File: src/rtl/mem_arbiter.sv
// Two-requester arbiter sharing one single-port memory between instruction fetch and
// load/store, one outstanding transaction, data priority with a fetch starvation guard.
module mem_arbiter #(
  parameter int ADDR_W   = 32,
  parameter int DATA_W   = 32,
  parameter int MAX_WAIT = 4
) (
  input  logic              clk,
  input  logic              rst,
  input  logic              if_req,
  input  logic [ADDR_W-1:0] if_addr,
  output logic              if_gnt,
  output logic              if_rvalid,
  output logic [DATA_W-1:0] if_rdata,
  input  logic              d_req,
  input  logic              d_we,
  input  logic [1:0]        d_size,
  input  logic [ADDR_W-1:0] d_addr,
  input  logic [DATA_W-1:0] d_wdata,
  output logic              d_gnt,
  output logic              d_rvalid,
  output logic [DATA_W-1:0] d_rdata,
  output logic              m_req,
  output logic              m_we,
  output logic [1:0]        m_size,
  output logic [ADDR_W-1:0] m_addr,
  output logic [DATA_W-1:0] m_wdata,
  input  logic              m_ready,
  input  logic              m_rvalid,
  input  logic [DATA_W-1:0] m_rdata,
  output logic              err
);

  typedef enum logic [1:0] {IDLE = 2'd0, ISSUE = 2'd1, WAIT = 2'd2} stateT;

  stateT       state;
  logic        owner;
  logic [3:0]  starve;
  logic        reqRaw;
  logic        selData;
  logic        reqLive;
  logic        respOk;

  // Winner selection: fresh arbitration in IDLE, locked to owner in ISSUE.
  always_comb begin
    reqRaw  = 1'b0;
    selData = 1'b0;
    case (state)
      IDLE: begin
        reqRaw  = if_req | d_req;
        selData = d_req & (~if_req | (starve < 4'(MAX_WAIT)));
      end
      ISSUE: begin
        reqRaw  = 1'b1;
        selData = owner;
      end
      WAIT: begin
        reqRaw  = 1'b0;
        selData = owner;
      end
      default: begin
        reqRaw  = 1'b0;
        selData = 1'b0;
      end
    endcase
  end

  // Memory-side muxing and requester handshakes; fields are zeroed while idle.
  always_comb begin
    reqLive = reqRaw & ~rst;
    respOk  = ~rst & (state == WAIT) & m_rvalid;
    m_req   = reqLive;
    if (!reqLive) begin
      m_we    = 1'b0;
      m_size  = 2'b00;
      m_addr  = '0;
      m_wdata = '0;
    end else if (selData) begin
      m_we    = d_we;
      m_size  = d_size;
      m_addr  = d_addr;
      m_wdata = d_wdata;
    end else begin
      m_we    = 1'b0;
      m_size  = 2'b10;
      m_addr  = if_addr;
      m_wdata = '0;
    end
    if_gnt    = reqLive & m_ready & ~selData;
    d_gnt     = reqLive & m_ready & selData;
    if_rvalid = respOk & ~owner;
    d_rvalid  = respOk & owner;
    if_rdata  = m_rdata;
    d_rdata   = m_rdata;
  end

  // Sequencer state, starvation counter and sticky stray-response flag.
  always_ff @(posedge clk) begin
    if (rst) begin
      state  <= IDLE;
      owner  <= 1'b0;
      starve <= 4'd0;
      err    <= 1'b0;
    end else begin
      case (state)
        IDLE: begin
          if (reqRaw) begin
            owner <= selData;
            state <= m_ready ? WAIT : ISSUE;
          end
        end
        ISSUE: if (m_ready) state <= WAIT;
        WAIT:  if (m_rvalid) state <= IDLE;
        default: state <= IDLE;
      endcase

      if (!if_req || if_gnt) begin
        starve <= 4'd0;
      end else if (d_gnt && starve != 4'd15) begin
        starve <= starve + 4'd1;
      end

      // A response with nothing outstanding is dropped and latched as an error.
      if (m_rvalid && state != WAIT) err <= 1'b1;
    end
  end

endmodule
File: config.mk
export PLATFORM = sky130hd
export DESIGN_NAME = mem_arbiter
export DESIGN_NICKNAME = d
export VERILOG_FILES = /design/src/rtl/mem_arbiter.sv
export SDC_FILE = /design/constraint.sdc
export NUM_CORES = 1
export LEC_CHECK = 0
export CELL_PAD_IN_SITES_DETAIL_PLACEMENT = 0
export CELL_PAD_IN_SITES_GLOBAL_PLACEMENT = 1
export CORE_ASPECT_RATIO = 1.2
export CORE_MARGIN = 3
export CORE_UTILIZATION = 11
export CTS_CLUSTER_DIAMETER = 80
export DETAILED_ROUTE_END_ITERATION = 16
export GPL_ROUTABILITY_DRIVEN = 0
export HOLD_SLACK_MARGIN = 0.02
export PLACE_DENSITY = 0.86
export SYNTH_ARGS = -nofsm -noshare
export SYNTH_HDL_FRONTEND = slang
export SYNTH_SLANG_ARGS = --single-unit
File: constraint.sdc
create_clock -name clk -period 2.1 [get_ports clk]
set_input_delay 0.42 -clock clk [delete_from_list [all_inputs] [get_ports clk]]
set_output_delay 0.42 -clock clk [all_outputs]
set_load 0.03 [all_outputs]
# --- Word-level counts from Yosys, hierarchy flattened ---
# Index checks and enable logic that the tools add are counted.
totals:
  reg_bits: 8
  output_inout_bits: 137
  wordCells: 52
  inputBits: 137
classes:
  n_addsub: 1
  reduce_logical: 9
  order_cmp: 1
  bitwise_logic: 15
  n_eq_ne: 7
  n_mux: 15
ops:
  columns: ["cell", "n"]
  rows:
  - ["$mux W32", 4]
  - ["$mux W2", 6]
  - ["$and A1 B1 Y1", 9]
  - ["$ne A2 B2 Y1 const B", 4]
  - ["$pmux W2 S3", 1]
  - ["$add A4 B1 Y4 const B", 1]
  - ["$lt A4 B3 Y1 const B", 1]
  - ["$ne A4 B4 Y1 const B", 1]
  - ["$not A1 Y1", 4]
  - ["$pmux W1 S2", 2]
  - ["$reduce_or A2 Y1", 2]
  - ["$reduce_and A3 Y1", 1]
  - ["$eq A2 B1 Y1 const B", 1]
  - ["$eq A2 B2 Y1 const B", 1]
  - ["$logic_and A1 B1 Y1", 2]
  - ["$logic_not A2 Y1", 1]
  - ["$mux W1", 2]
  - ["$or A1 B1 Y1", 2]
  - ["$reduce_and A2 Y1", 1]
  - ["$logic_not A1 Y1", 1]
  - ["$logic_or A1 B1 Y1", 1]

# --- Depth between registers and ports, before layout ---
depth:
  ltp_word: 8
  ltp_mapped: 8
  ltp_nobuf: 7

# --- Least setup slack after synthesis ---
# No wires, ideal clock.
synth_timing:
  path_type: "reg-to-output"
  from: "register state[0]"
  to: "output m_wdata[22]"
  path_stages_with_launch: 9
  required_ns: 1.680
  path_slack_ns: -0.424
  t_arrival_ns: 2.104
  path_buffers: 2
  path_cell_list: "dfxtp_1 -> inv_1 -> ha_1 -> o211ai_2 -> a21o_2 -> clkbuf_1 -> inv_2 -> clkbuf_1 -> and3_1"
synth_between:
  elab_cells_between_ends: 9
  cone_classes: "eq/ne (2); mux (4); bitwise (1); reduce/logical (2)"
synth_lines:
  columns: ["element", "line_no", "text"]
  rows:
  - ["from (decl)", "36", "stateT state;"]
  - ["from (signal assigned)", "109", "state <= m_ready ? WAIT : ISSUE;"]
  - ["$eq A2 B1 Y1 or $logic_not A2 Y1 (tied branches)", "48", "case (state)"]
  - ["$pmux W1 S2 *", "48", null]
  - ["$and A1 B1 Y1 *", "70", "reqLive = reqRaw & ~rst;"]
  - ["via m_req", "23", "output logic m_req,"]
  - ["$mux W32 *", "73", "if (!reqLive) begin"]
  - ["to (decl)", "27", "output logic [DATA_W-1:0] m_wdata,"]
# Mark *: on every way through the listed nets, which the timed path passes. The rest lies on a longest branch.

# --- Final worst setup path ---
layout_timing:
  from: "register state[1]"
  to: "output m_wdata[23]"
layout_between:
  elab_chain_cells: 5
  elab_cells_between_ends: 9
  cone_classes: "eq/ne (2); mux (4); bitwise (1); reduce/logical (2)"
layout_rtl:
  columns: ["element", "line_no", "text"]
  rows:
  - ["$eq A2 B2 Y1 or $eq A2 B1 Y1 (tied branches)", "48", null]
  - ["$reduce_or A2 Y1 (no line)", null, null]
  - ["$pmux W1 S2", "48", null]
  - ["$mux W32", "78", "end else if (selData) begin"]
  - ["$mux W32 *", "73", null]
# Every way passes the cells marked *; elsewhere a longest branch is shown, timed or not.

==> run metrics <==
status finished, violations left; failing checks negative setup slack; core area 0.0156 sq mm; Die W 122 um; Seq cells post-synth 8; first-pass GRT wire length 13100 um; warnings from Yosys 0; syn avg cell area 6.20 sq um; die height 145 um; switching power share of the total 0.475; Final setup viols 70; via/cell ratio 3.86; Final min period 2.46 ns; Power per Cell Area 1010 mW/mm^2; number of cell rows 50; clock share of power 0.065; Hold WS 0.480 ns; Routed WL per cell 15.2 um; transition time of the tightest slew-check pin 0.321 ns; FF-to-FF setup slack -0.01 ns; I/O Buffers 177; critical path arrival 2.04 ns; largest net degree at the start of global routing 32; share of cells above drive strength 1 0.632; DRC Markers 0; TritonRoute pass-1 iters 4; R2R Path Start state[1]; # Max-Cap Violations 0; Routed WL 9670 um; Post-CTS Hold Buffers 0; diode count 0; asr flop ratio synth 0; P_int 0.00261 W; Worst setup SP type register; logic gate share of total power 0.892; most common cell in the netlist nand2_1; WP data required 1.68 ns; Synth area leader buf_4; H-tree depth 1; HP Class reg2reg; Clock transition at path regs 0.04 ns; Yosys cell types 38; clock root cell clkbuf_16; top cells by area, synth buf_4 (27%), nand2_1 (15%), and3_1 (13%), a21oi_1 (11%), dfxtp_1 (9.1%); initial antenna violation count 0; top cell type's share of synthesized area 0.273; Initial DRC Count 37; vias in the first global route 2392; end point of the critical path m_wdata[23]; Highest Clock Rate 0.407 GHz; starting density of the core 0.113; Area Overhead vs Synth 180%; Worst Path Max Fanout 9; Hold Vio Cnt, Final 0; Post-synth EDFFs 0; critical path class reg2out; post-synthesis cell count 284; Mapped Area 0.00176 sq mm; Psw 0.00236 W; RSZ-0062 raised after global routing yes; Slew HR 0.785; peak supply drop 0.531 mV; HPWL after DPL 6470 um; Lkg Pwr 2.01 nW; clock buffer depth 2; final setup margin -0.356 ns; Num CTS Buffers 3; total gr overflow 0; crit path capture type output pin; Total Power 0.00498 W; # fillers 1608; path depth of the worst reg2reg path 8; sequential share of power 0.043; Synth Flop Type dfxtp_1; # IOs 274; fin crit share 1.17; Critical Path Start state[1]; Max Slew Vio Count 0; most frequent cells after synthesis nand2_1 (69), buf_4 (64), a21oi_1 (37), and3_1 (37), clkbuf_1 (15); R2R Path End starve[0]; Seq/Total Area, Yosys 0.0909; GRT Overall Usage 0.0958; ANT nets after route 0; clock sink count 8; die area 0.0176 sq mm; DR vias 2461; clock latency at the later pin of the worst-skew pair 0.23 ns; Final #Nets 574; clock skew 0.00119 ns; CTS tree done; syn nets 427
## cell type report
cell class	instances	area, sq um	area share
clock buffer	3	75.1	0.0152
inverter	9	43.8	0.00887
multi-input combinational	184	1830	0.371
sequential	8	168	0.0339
tap	208	260	0.0527
timing repair buffer	225	2560	0.518
## placed cells by master, fill, tap and decap left out, types with 7 or more instances in the layout
cell	instances
clkdlybuf4s50_1	103
buf_6	73
nand2_2	38
a21oi_4	30
nand2_4	25
buf_4	24
and3_4	18
and3_2	13
buf_12	11
buf_16	7
## worst min path at each step
| stage | start | to | slack [ns] | cells after the start |
|---|---|---|---|---|
| finish | err | err | 0.48 | 2 |
| global route | err | err | 0.50 | 2 |
| CTS | err | err | 0.48 | 2 |
| detailed placement | err | err | 0.47 | 2 |
| global placement | err | err | 0.46 | 2 |
| floorplan | starve[0] | starve[0] | 0.48 | 2 |
## routing by layer
layer / up-vias / track usage / part of all wire
met5: - / 0 / 0
met4: 0 / 0.0360 / 0.031
met1: 1128 / 0.107 / 0.35
met3: 44 / 0.0156 / 0.071
li1: 1186 / - / -
met2: 103 / 0.181 / 0.54
## power groups by stage
stage | clock network [W] | logic, W | registers, W
after floorplan | 0 | 0.00208 | 0.000199
after global placement | 0 | 0.00302 | 0.000198
after detailed placement | 0 | 0.00303 | 0.000198
after CTS | 0.000329 | 0.00430 | 0.000210
after global routing | 0.000340 | 0.00469 | 0.000217
final | 0.000324 | 0.00444 | 0.000213
## registers in the layout, indices dropped and copies added, names as in the netlist
signal  count
owner       1
starve      4
err         1
state       2
## cell families (layout without fill, tap and decap cells)
| kind of cell | count (synthesis) | in the layout | synth area share |
|---|---|---|---|
| AOI/OAI and AO/OA | 55 | 55 | 0.190 |
| and+or+nand+nor | 123 | 123 | 0.335 |
| DFF | 8 | 8 | 0.0909 |
| buffers and inverters | 92 | 237 | 0.342 |
| adders and majority gates | 6 | 6 | 0.0426 |
## worst max-delay path, cell delays in order, from the launching register on
cell      delay, ns
dfxtp_4        0.36
ha_4           0.16
nand3b_1       0.20
buf_6          0.15
o22ai_4        0.21
buf_12         0.16
buf_8          0.12
buf_16         0.13
and3_4         0.19
buf_6          0.13
## per-stage QoR
| stage | std cells | worst slack (ns) | instance area, sq um | utilization | TNS [ns] |
|---|---|---|---|---|---|
| 2_1_floorplan | 284 | -0.0625 | 2220 | - | -2.12 |
| 3_3_place_gp | 611 | -0.363 | 3760 | 0.240 | -21.93 |
| 3_5_place_dp | 611 | -0.420 | 3760 | 0.240 | -23.68 |
| 4_1_cts | 634 | -0.302 | 4770 | 0.305 | -17.97 |
| 5_1_grt | 637 | -0.426 | 4940 | 0.316 | -26.02 |
| 6_report | 637 | -0.356 | 4940 | 0.316 | -20.93 |
## timing repair
item                       4_1_cts  5_1_grt
setup endpoints to repair       72       73
gates cloned                     8        2
gates resized for setup        175       42
buffers inserted                12        4
pin swaps                       15       17
(Power assumes the default switching activity.)
